<file path="src/rtl/serial_addsub_pkg.sv">
// Shared types and constants for the bit-serial add/subtract sequencer.
//   state_e : sequencer states (idle / run / done), 2-bit encoding
//   ADD/SUB : values of in_a_ns selecting add or subtract
package serial_addsub_pkg;

  typedef enum logic [1:0] {
    StIdle = 2'd0,
    StRun  = 2'd1,
    StDone = 2'd2
  } state_e;

  localparam logic ADD = 1'b1;
  localparam logic SUB = 1'b0;

endpackage

</file>
<file path="src/rtl/addsub_bit.sv">
// Single-bit full adder cell, time-shared over all bit positions by the sequencer.
//   a_i, b_i, cin_i : operand bits and incoming carry
//   s_o, cout_o     : sum bit and outgoing carry (majority of the inputs)
module addsub_bit (
  input  logic a_i,
  input  logic b_i,
  input  logic cin_i,
  output logic s_o,
  output logic cout_o
);

  assign s_o    = a_i ^ b_i ^ cin_i;
  assign cout_o = (a_i & b_i) | (a_i & cin_i) | (b_i & cin_i);

endmodule

</file>
<file path="src/rtl/serial_addsub_ctrl.sv">
// Bit-serial W-bit add/subtract unit. Operands are accepted on a valid/ready handshake,
// processed LSB-first through one full-adder cell (one bit per clock), and the result,
// carry-out and signed overflow are offered on an output valid/ready handshake.
// Optional build macro ADDSUB_SAT_EN: saturate out_s to the signed limit on overflow.
// Ports:
//   clk, rst               : clock, synchronous active-high reset
//   in_valid/in_ready      : operand handshake (ready only when idle)
//   in_a, in_b, in_a_ns    : operands; in_a_ns = 1 add, 0 subtract
//   out_valid/out_ready    : result handshake (valid only when done)
//   out_s, out_cout, out_ovf : result, carry out of MSB (sub: 1 = no borrow), overflow
//   busy                   : operation in progress or result pending
module serial_addsub_ctrl
  import serial_addsub_pkg::*;
#(
  parameter  int unsigned W     = 8,
  localparam int unsigned CNT_W = $clog2(W)
) (
  input  logic         clk,
  input  logic         rst,
  input  logic         in_valid,
  output logic         in_ready,
  input  logic [W-1:0] in_a,
  input  logic [W-1:0] in_b,
  input  logic         in_a_ns,
  output logic         out_valid,
  input  logic         out_ready,
  output logic [W-1:0] out_s,
  output logic         out_cout,
  output logic         out_ovf,
  output logic         busy
);

  localparam logic [CNT_W-1:0] LastBit = CNT_W'(W - 1);

  state_e           state_q, state_d;
  logic [W-1:0]     sa_q, sa_d;
  logic [W-1:0]     sb_q, sb_d;
  logic [W-1:0]     res_q, res_d;
  logic [CNT_W-1:0] cnt_q, cnt_d;
  logic             carry_q, carry_d;
  logic             c_msb_q, c_msb_d;
  logic             s_bit, cout_bit;

  addsub_bit u_cell (
    .a_i   (sa_q[0]),
    .b_i   (sb_q[0]),
    .cin_i (carry_q),
    .s_o   (s_bit),
    .cout_o(cout_bit)
  );

  always_comb begin
    state_d = state_q;
    sa_d    = sa_q;
    sb_d    = sb_q;
    res_d   = res_q;
    cnt_d   = cnt_q;
    carry_d = carry_q;
    c_msb_d = c_msb_q;
    unique case (state_q)
      StIdle: begin
        if (in_valid) begin
          sa_d    = in_a;
          // Subtract as A + ~B + 1: invert B here, inject the +1 as the initial carry.
          sb_d    = (in_a_ns == ADD) ? in_b : ~in_b;
          carry_d = ~in_a_ns;
          cnt_d   = '0;
          state_d = StRun;
        end
      end
      StRun: begin
        sa_d    = sa_q >> 1;
        sb_d    = sb_q >> 1;
        res_d   = {s_bit, res_q[W-1:1]};
        carry_d = cout_bit;
        if (cnt_q == LastBit) begin
          // Carry into the MSB, needed for signed overflow detection.
          c_msb_d = carry_q;
          state_d = StDone;
        end else begin
          cnt_d = cnt_q + CNT_W'(1);
        end
      end
      StDone: begin
        if (out_ready) begin
          state_d = StIdle;
        end
      end
      default: state_d = StIdle;
    endcase
  end

  always_ff @(posedge clk) begin
    if (rst) begin
      state_q <= StIdle;
      sa_q    <= '0;
      sb_q    <= '0;
      res_q   <= '0;
      cnt_q   <= '0;
      carry_q <= 1'b0;
      c_msb_q <= 1'b0;
    end else begin
      state_q <= state_d;
      sa_q    <= sa_d;
      sb_q    <= sb_d;
      res_q   <= res_d;
      cnt_q   <= cnt_d;
      carry_q <= carry_d;
      c_msb_q <= c_msb_d;
    end
  end

  assign in_ready  = (state_q == StIdle);
  assign out_valid = (state_q == StDone);
  assign busy      = (state_q == StRun) || (state_q == StDone);
  // In DONE the carry flop holds the carry out of the MSB and is not updated again.
  assign out_cout  = carry_q;
  assign out_ovf   = c_msb_q ^ carry_q;

`ifdef ADDSUB_SAT_EN
  localparam logic [W-1:0] SatMax = {1'b0, {(W - 1) {1'b1}}};
  // On overflow the wrapped result's sign is the opposite of A's sign, so a set
  // result MSB means A was non-negative and the positive limit applies.
  assign out_s = out_ovf ? (res_q[W-1] ? SatMax : ~SatMax) : res_q;
`else
  assign out_s = res_q;
`endif

endmodule

</file>
<file path="config.mk">
export PLATFORM = sky130hd
export DESIGN_NAME = serial_addsub_ctrl
export DESIGN_NICKNAME = d
export VERILOG_FILES = /design/src/rtl/serial_addsub_pkg.sv /design/src/rtl/addsub_bit.sv /design/src/rtl/serial_addsub_ctrl.sv
export SDC_FILE = /design/constraint.sdc
export NUM_CORES = 1
export LEC_CHECK = 0
export CAP_MARGIN = 20
export CORE_MARGIN = 2
export CORE_UTILIZATION = 45
export DETAILED_ROUTE_END_ITERATION = 16
export PLACE_DENSITY_LB_ADDON = 0.1
export RECOVER_POWER = 100
export SETUP_SLACK_MARGIN = 0.05
export SYNTH_ARGS = -nofsm -noshare
export SYNTH_HDL_FRONTEND = slang
export SYNTH_HIERARCHICAL = 1
export SYNTH_SLANG_ARGS = --single-unit
</file>
<file path="constraint.sdc">
create_clock -name clk -period 2.7 [get_ports clk]
set_clock_uncertainty 0.2 [all_clocks]
set_input_delay 0.54 -clock clk [delete_from_list [all_inputs] [get_ports clk]]
set_output_delay 0.54 -clock clk [all_outputs]
set_load 0.01 [all_outputs]
</file>
==> results of run 1 <==
==> registers in the layout, summed over array words and instances (netlist names) <==
register and count:
c_msb_q 1, cnt_q 3, out_cout 1, out_s 8, sa_q 8, sb_q 8
state_q 2
==> cells by family (layout without fill, tap and decap cells) <==
logic type / count (synthesis) / after routing
AOI/OAI and AO/OA: 26 / 26
xor gates and xnor gates: 9 / 9
adders and majority gates: 7 / 7
buffers and inverters: 15 / 47
DFF: 31 / 31
muxes: 18 / 18
and+or+nand+nor: 63 / 63
==> layout make-up <==
class	count	share of cell area, %
sequential	31	30.7
inverter	3	0.558
clock buffer	8	4.96
timing repair buffer	36	17.2
tap	48	2.97
multi-input combinational	123	43.6
==> per-layer routing <==
layer / share of wire (%) / vias up / routed length [microns] / track usage [%]
li1: - / 645 / - / -
met1: 46 / 560 / 1360 / 17.7
met2: 49 / 26 / 1440 / 28.3
met3: 3.4 / 6 / 101 / 4.17
met4: 2.0 / 0 / 59 / 7.98
met5: 0 / - / 0 / 0
==> worst register-to-register path: stages (launching register included) <==
cell      delay, ns
dfxtp_1        0.32
inv_1          0.10
ha_2           0.39
clkbuf_2       0.62
nor2_1         0.13
a211oi_1       0.27
nor3_2         0.08
==> stage by stage <==
stage	total power, mW	instance area (sq um)
after CTS	2.16	2080
final	2.03	2020
after global routing	2.19	2020
after floorplan	1.58	1660
after global placement	1.73	1980
after detailed placement	1.77	1980
==> placed cells by master (no fill, tap or decap), drive strengths merged, types with 6 or more instances in the layout <==
cell type	netlist	final
clkdlybuf4s50	0	20
nor2	37	37
a211oi	15	15
clkbuf	3	10
dlygate4sd3	0	13
xor2	9	9
mux2i	18	18
dfxtp	31	31
ha	6	6
a21oi	6	6
nor3	11	11
==> power by group through the flow <==
stage / sequential (mW) / combinational, mW / clock [mW]
2_1_floorplan: 0.694 / 0.887 / 0
3_3_place_gp: 0.706 / 1.03 / 0
3_5_place_dp: 0.712 / 1.05 / 0
4_1_cts: 0.704 / 1.06 / 0.402
5_1_grt: 0.717 / 1.05 / 0.427
6_report: 0.696 / 0.942 / 0.390
==> final timing paths <==
check             start  endpoint  slack (ns)
min             c_msb_q   c_msb_q        0.27
max          state_q[0]  in_ready        0.28
max reg2reg  state_q[1]   sb_q[3]        0.48
min reg2reg     c_msb_q   c_msb_q        0.27
==> results.toml, run 1 <==
[outcome]
status = "complete, no violations"

[routing]
vias_per_cell = 4.97
vias = 1237
post_drt_wl_per_cell_microns = 11.9
drc_errors = 0
firstDrtPassIters = 4
routed_wl_mm = 2.96
drtIter0Drc = 64
ant_nets = 0

[cells_and_area]
antenna_cells = 0
multiInputGateArea_sq_um = 881
final_cells = 249
layout-drive-gt1-share_pct = 11.4
layout.area.seq_sq_um = 621
nets = 228
area_delta_synth_final_pct = 21.9
fill_cells = 351
final_util_pct = 56.0

[clock_tree]
cts_resized = 0
path_clk_slew_ns = 0.06
cts_hold_buf = 0
h-tree-depth = 2
cts_tree = "done"
cts.path.max_buffers = 2
postCtsSetupRepairBufs = 0
clock_latency_ns = 0.28
root_buffer = "clkbuf_8"
cts_sinks = 31
cts_buffers = 5

[power_and_ir_drop]
internal-power_mw = 1.24
power_density_mw_per_mm2 = 1000
seq_power_share_pct = 34.3
p_switching_mw = 0.783
p_comb_share_pct = 46.4
ir_drop_mv = 0.397
leakagePower_nw = 0.804
power.share.switching_pct = 38.6
clkPwrFrac_pct = 19.2

[sta]
hold_viol = 0
fin_setup_tns_ns = 0
setup_viol = 0
min_period_over_period_pct = 89.7
fin_ws_ns = 0.279
slew-limit-headroom_pct = 54.6
max_freq_mhz = 413
period_minus_slack_ns = 2.42
drv_slew = 0
tightest_slew_ns = 0.682
hold_slack_ns = 0.269
rsz0062_at_grt = "false"

[synth]
synth-edff-count = 0
synth_area_sq_mm = 0.00166
synth_compound_area_share_pct = 14.7
netlist_instances = 169
ys.flop_type = "dfxtp_1"
async_flop_share_pct = 0
synth_top_area_share_pct = 37.5
syn-num-nets = 197
synth_top_family_by_area = "simple AND/OR/NAND/NOR gates"
synth-xor-area-share_pct = 4.76
synth_fa_ha_area_share_pct = 5.74
muxShareOfSynthArea_pct = 10.9
synth_cell_types = 29
yosysMostFrequentCell = "nor2_1"
yosysTopAreaCell = "dfxtp_1"
synth-seq-cells = 31
synth-simple-area-share_pct = 20.5
synthTopCellsByArea = "dfxtp_1 37%, mux2i_1 11%, a211oi_2 9.8%, nor2_1 8.2%, nor3_2 4.8%"
ys_seq_area_share_pct = 37.5
avgSynthCellArea_sq_um = 9.80
synth_warnings = 6
netlist_top_cells_count = "36 x nor2_1, 31 x dfxtp_1, 18 x mux2i_1, 13 x a211oi_2, 9 x xor2_1"

[floorplan]
die_area_sq_mm = 0.00418
die_w_microns = 64.7
start_util_pct = 45.9
die_h_microns = 64.7
num_rows = 22
core_sq_mm = 0.00361
pin_count = 34

[critical_path]
worstPathArrival_ns = 1.68
worstSetupEndpointType = "output port"
slowest_stage = "dlygate4sd3_1"
path_delay_family = "buffers and inverters"
cp_max_fo = 7
path_cells = "inv_1 > ha_1 > dlygate4sd3_1"
required_ns = 1.96
crit_cells = 3
crit_path_max_incr_delay_ns = 0.63
crit_type = "reg2out"
r2r_cells = 6
critPathBufInv = 2
cp-start-kind = "flip-flop"

[placement]
numPortBuffers = 33
dpl_worst_slack_ns = 0.418
gp_congestion = 0.755
dp_hpwl_mm = 2.09
dp_cells = 241

[global_routing]
antenna_found_initial = 0
grt_max_degree = 33
gr-total-overflow = 0
gr-usage-all-layers_pct = 16.0
grt_pass1_wl_mm = 5.22
first_global_vias = 1237

[min_path]
whs_path_depth = 2
hold_path.class = "reg2reg"

[job]
maxCapViolations = 0
Note: power is estimated with default switching activity, not from simulation.
==> run 2, diff against run 1 <==
--- a/config.mk
+++ b/config.mk
@@ -6,9 +6,10 @@
 export NUM_CORES = 1
 export LEC_CHECK = 0
 export CAP_MARGIN = 20
-export CORE_MARGIN = 2
 export CORE_UTILIZATION = 45
+export CTS_BUF_LIST = sky130_fd_sc_hd__clkbuf_4 sky130_fd_sc_hd__clkbuf_8
 export DETAILED_ROUTE_END_ITERATION = 16
+export HOLD_SLACK_MARGIN = 0.12
 export PLACE_DENSITY_LB_ADDON = 0.1
 export RECOVER_POWER = 100
 export SETUP_SLACK_MARGIN = 0.05
==> run 2 against run 1 <==
Compared with the run above: design area decreased by 0.56%; setup slack improved by 0.0050 ns; clock power decreased by 6.9%; via count about the same; combinational power decreased by 0.7%; flip-flop and latch count unchanged; total power decreased by 1.5%; first-iteration DRC count increased by 58%; die area decreased by 6.1%; critical path depth unchanged; clock-buffer cell count decreased by 1; fmax increased by 0.21%; critical endpoint unchanged; largest cell class unchanged; largest power group unchanged.
==> results.toml, run 2 (synthesis gave the netlist of run 1 again) <==
[outcome]
status = "complete, no violations"

[sta]
slew-limit-headroom_pct = 50.5
max_freq_mhz = 414
min_period_over_period_pct = 89.5
period_minus_slack_ns = 2.42
hold_slack_ns = 0.282
fin_setup_tns_ns = 0
drv_slew = 0
hold_viol = 0
tightest_slew_ns = 0.742
setup_viol = 0
rsz0062_at_grt = "false"

[cells_and_area]
area_delta_synth_final_pct = 21.2
antenna_cells = 0
final_util_pct = 58.3
final_cell_mix = "36 x nor2_1, 31 x dfxtp_1, 19 x clkdlybuf4s50_1"
layout_commonest_cell = "nor2_1"
layout-drive-gt1-share_pct = 10.4
nets = 228

[clock_tree]
cts_tree = "done"
clock_latency_ns = 0.28
cts_buffers = 5
postCtsSetupRepairBufs = 0
h-tree-depth = 2
path_clk_slew_ns = 0.06
cts_resized = 0
cts_hold_buf = 0
root_buffer = "clkbuf_8"
cts.path.max_buffers = 2
cts_sinks = 31

[global_routing]
first_global_vias = 1208
antenna_found_initial = 0
grt_pass1_wl_mm = 5.32
gr-usage-all-layers_pct = 17.0
grt_max_degree = 27
gr-total-overflow = 0

[routing]
routed_wl_mm = 3.05
ant_nets = 0
vias_per_cell = 5.01
drc_errors = 0
firstDrtPassIters = 4
drtIter0Drc = 101
post_drt_wl_per_cell_microns = 12.3
vias = 1238

[critical_path]
cp-start-kind = "flip-flop"
cp_max_fo = 7
worstPathArrival_ns = 1.68
required_ns = 1.96
crit_type = "reg2out"
worstSetupEndpointType = "output port"

[power_and_ir_drop]
clkPwrFrac_pct = 18.2
ir_drop_mv = 0.436
leakagePower_nw = 0.812
power.share.switching_pct = 39.3
p_switching_mw = 0.785
finalPower_mw = 2.00
internal-power_mw = 1.21
seq_power_share_pct = 35.0
p_comb_share_pct = 46.8
power_density_mw_per_mm2 = 994

[floorplan]
start_util_pct = 48.1
die_h_microns = 62.7
num_rows = 21
die_area_sq_mm = 0.00393
die_w_microns = 62.7
core_sq_mm = 0.00344
pin_count = 34

[placement]
gp_congestion = 0.786
numPortBuffers = 33
dp_hpwl_mm = 2.12

[min_path]
hold_path.class = "reg2reg"

[job]
maxCapViolations = 0
[run 2: cell count changes in the layout (fill, tap and decap cells not counted), sizes merged]
cell           before  now
dlygate4sd3        13   14
clkdlybuf4s50      20   19
clkbuf             10    8
clkinv              0    1
buf                 1    2
[run 2: worst max-delay path, stage by stage, from the launching register on]
cell           delay [ns]
dfxtp_1              0.38
inv_1                0.09
ha_1                 0.30
dlygate4sd3_1        0.64
[run 2: cell type report]
| type | instances | area [sq um] |
|---|---|---|
| fillers | 313 | 1430 |
| multi-input cells | 123 | 868 |
| flip-flops and latches | 31 | 621 |
| repair buffers | 36 | 362 |
| clock buffers | 7 | 83.8 |
| well taps | 46 | 57.6 |
| inverters | 3 | 11.3 |
| clock inverters | 1 | 5.00 |
[run 2: power by group through the flow]
stage               Clock (mW)  Combinational [mW]  Sequential, mW
floorplan                    0               0.887           0.694
finish                   0.363               0.935           0.699
global route             0.395                1.05           0.717
global placement             0                1.03           0.705
detailed placement           0                1.05           0.712
CTS                      0.373                1.06           0.703
[run 2: layer usage]
metal | routed length [microns] | up-vias | global-route usage, %
met5 | 0 | - | 0
met4 | 18 | 0 | 4.36
met3 | 130 | 3 | 5.29
met2 | 1410 | 28 | 29.5
met1 | 1490 | 564 | 20.1
li1 | - | 643 | -
[run 2: final timing paths]
| kind | from | endpoint | slack (ns) | cells after the start |
|---|---|---|---|---|
| worst max-delay path | state_q[0] | in_ready | 0.28 | 3 |
| worst min-delay path | c_msb_q | c_msb_q | 0.28 | 2 |
| worst max register to register | state_q[1] | sb_q[0] | 0.37 | 6 |
| worst min register to register | c_msb_q | c_msb_q | 0.28 | 2 |
[run 2: stage by stage]
step | setup slack (ns) | instance area [sq um] | cells
after floorplan | 0.954 | 1660 | 169
after global placement | 0.503 | 1990 | 239
after detailed placement | 0.427 | 1990 | 239
after CTS | 0.311 | 2080 | 247
after global routing | 0.163 | 2010 | 247
final | 0.284 | 2010 | 247
==> run 3, diff against run 2 <==
--- a/config.mk
+++ b/config.mk
@@ -5,7 +5,7 @@
 export SDC_FILE = /design/constraint.sdc
 export NUM_CORES = 1
 export LEC_CHECK = 0
-export CAP_MARGIN = 20
+export CAP_MARGIN = 10
 export CORE_UTILIZATION = 45
 export CTS_BUF_LIST = sky130_fd_sc_hd__clkbuf_4 sky130_fd_sc_hd__clkbuf_8
 export DETAILED_ROUTE_END_ITERATION = 16
==> results of run 3 <==
The final DEF is identical to that of run 2; final timing and power are the same.
==> edit, RTL diff (flow settings as in run 2) <==
Change the parameter `W` from 8 to 16.
--- a/src/rtl/serial_addsub_ctrl.sv
+++ b/src/rtl/serial_addsub_ctrl.sv
@@ -12,7 +12,7 @@
 module serial_addsub_ctrl
   import serial_addsub_pkg::*;
 #(
-  parameter  int unsigned W     = 8,
+  parameter  int unsigned W     = 16,
   localparam int unsigned CNT_W = $clog2(W)
 ) (
   input  logic         clk,
Ports: changed (resized in_a, in_b and out_s); port bits go from 34 to 58. No check against the original RTL was run, so the function may have changed too.
==> edit against run 2 <==
Routed wire length is 64% higher. First-iteration DRC count fell by 20%. Sequential cell count up 25. Clock power rose by 73%. Total power increased by 31%. Cell count grew 57%. Area after synthesis up 66%. Die area is 64% higher. Setup slack gained 0.019 ns. Synthesized cell count rose by 56%. Utilization shrank 0.25 points. Final area grew 71%. Via count up 61%. Largest cell class unchanged.
==> edit: results (changes against run 2) <==
- The fraction of final layout cells sized beyond drive strength 1 came to 13.7% (+3.2 points).
- The number of combinational gates with multiple inputs came to 184 (+50%).
- The fraction of standard cell area that is sequential is 32.6% (+1.7 points).
- The proportion of cell area spent on the clock network is 3.75% (-0.68 points).
- The fill cell instance count of the final layout is 542 (+73%).
- The number of instances in the synthesized netlist is 264 (+56%).
- The count of plain and timing-repair buffers is 64 (+78%).
- The maximum fanout along the worst path is 6 (-1).
- The leakage dissipation came to 1.37 nW (+69%).
- The footprint of the multi-input gates came to 1460 sq um (+68%).
- The post-place instance area was 3340 sq um (+68%).
- The global placement routability congestion came to 0.673 (-14%).
- The XOR/XNOR share of the synthesized area is 5.40% (+0.65 points).
- The final period utilization is 88.8% (-0.71 points).
- The smallest hold slack was 0.267 ns (-0.0150 ns).
- The relative slew slack came to 44.3% (-6.2 points).
- The run finished with clean final reports.
- Sorting the synthesized cells by how often they occur yields sky130_fd_sc_hd__dfxtp_1, sky130_fd_sc_hd__mux2i_1, sky130_fd_sc_hd__nor2_1.
- The number of placed instances, taps included is 382 (+60%).
- The count of placed standard cells in the final layout, fillers left out is 389 (+57%).
- The DRC violation total after the first TritonRoute iteration is 81 (-20%).
- In the post-synthesis netlist, the biggest area contributors are sky130_fd_sc_hd__dfxtp_1, sky130_fd_sc_hd__mux2i_1, sky130_fd_sc_hd__a211oi_2, sky130_fd_sc_hd__nor2_1, sky130_fd_sc_hd__xnor2_1.
- The overall routing resource usage is 16.1% (-0.83 points).
- The data arrival time of the critical path is 1.66 ns (-0.02 ns).
- The number of nets in the synthesized netlist came to 306 (+55%).
- The final sequential cell count is 56 (+81%).
- The count of input and output buffers is 57 (+73%).
- The minimum setup slack after placement was 0.548 ns (+0.121 ns).
- The sum of routed wire length over all layers is 5000 um (+64%).
[edit: per-layer routing]
metal	part of all wire [%]	wire length, um	global-route usage, %
met5	0	0	0
met4	1.8	89	6.96
met3	5.5	275	4.20
met2	45	2250	26.5
met1	48	2380	19.8
[edit: worst max-delay path, stage by stage, from the launching register on]
cell and delay (ns):
sky130_fd_sc_hd__dfxtp_1 0.33, sky130_fd_sc_hd__inv_1 0.10, sky130_fd_sc_hd__ha_1 0.28, sky130_fd_sc_hd__dlygate4sd3_1 0.64
[edit: worst max-delay path by stage]
| stage | startpoint | end |
|---|---|---|
| 6_report | state_q[1] | in_ready |
| 5_1_grt | state_q[1] | in_ready |
| 4_1_cts | state_q[1] | in_ready |
| 3_5_place_dp | in_valid | sa_q[14] |
| 3_3_place_gp | in_valid | sa_q[3] |
| 2_1_floorplan | state_q[0] | cnt_q[3] |
[edit: where the power goes]
group	switching (mW)	internal (mW)
registers	0.0775	0.966
clock network	0.264	0.365
logic	0.506	0.446
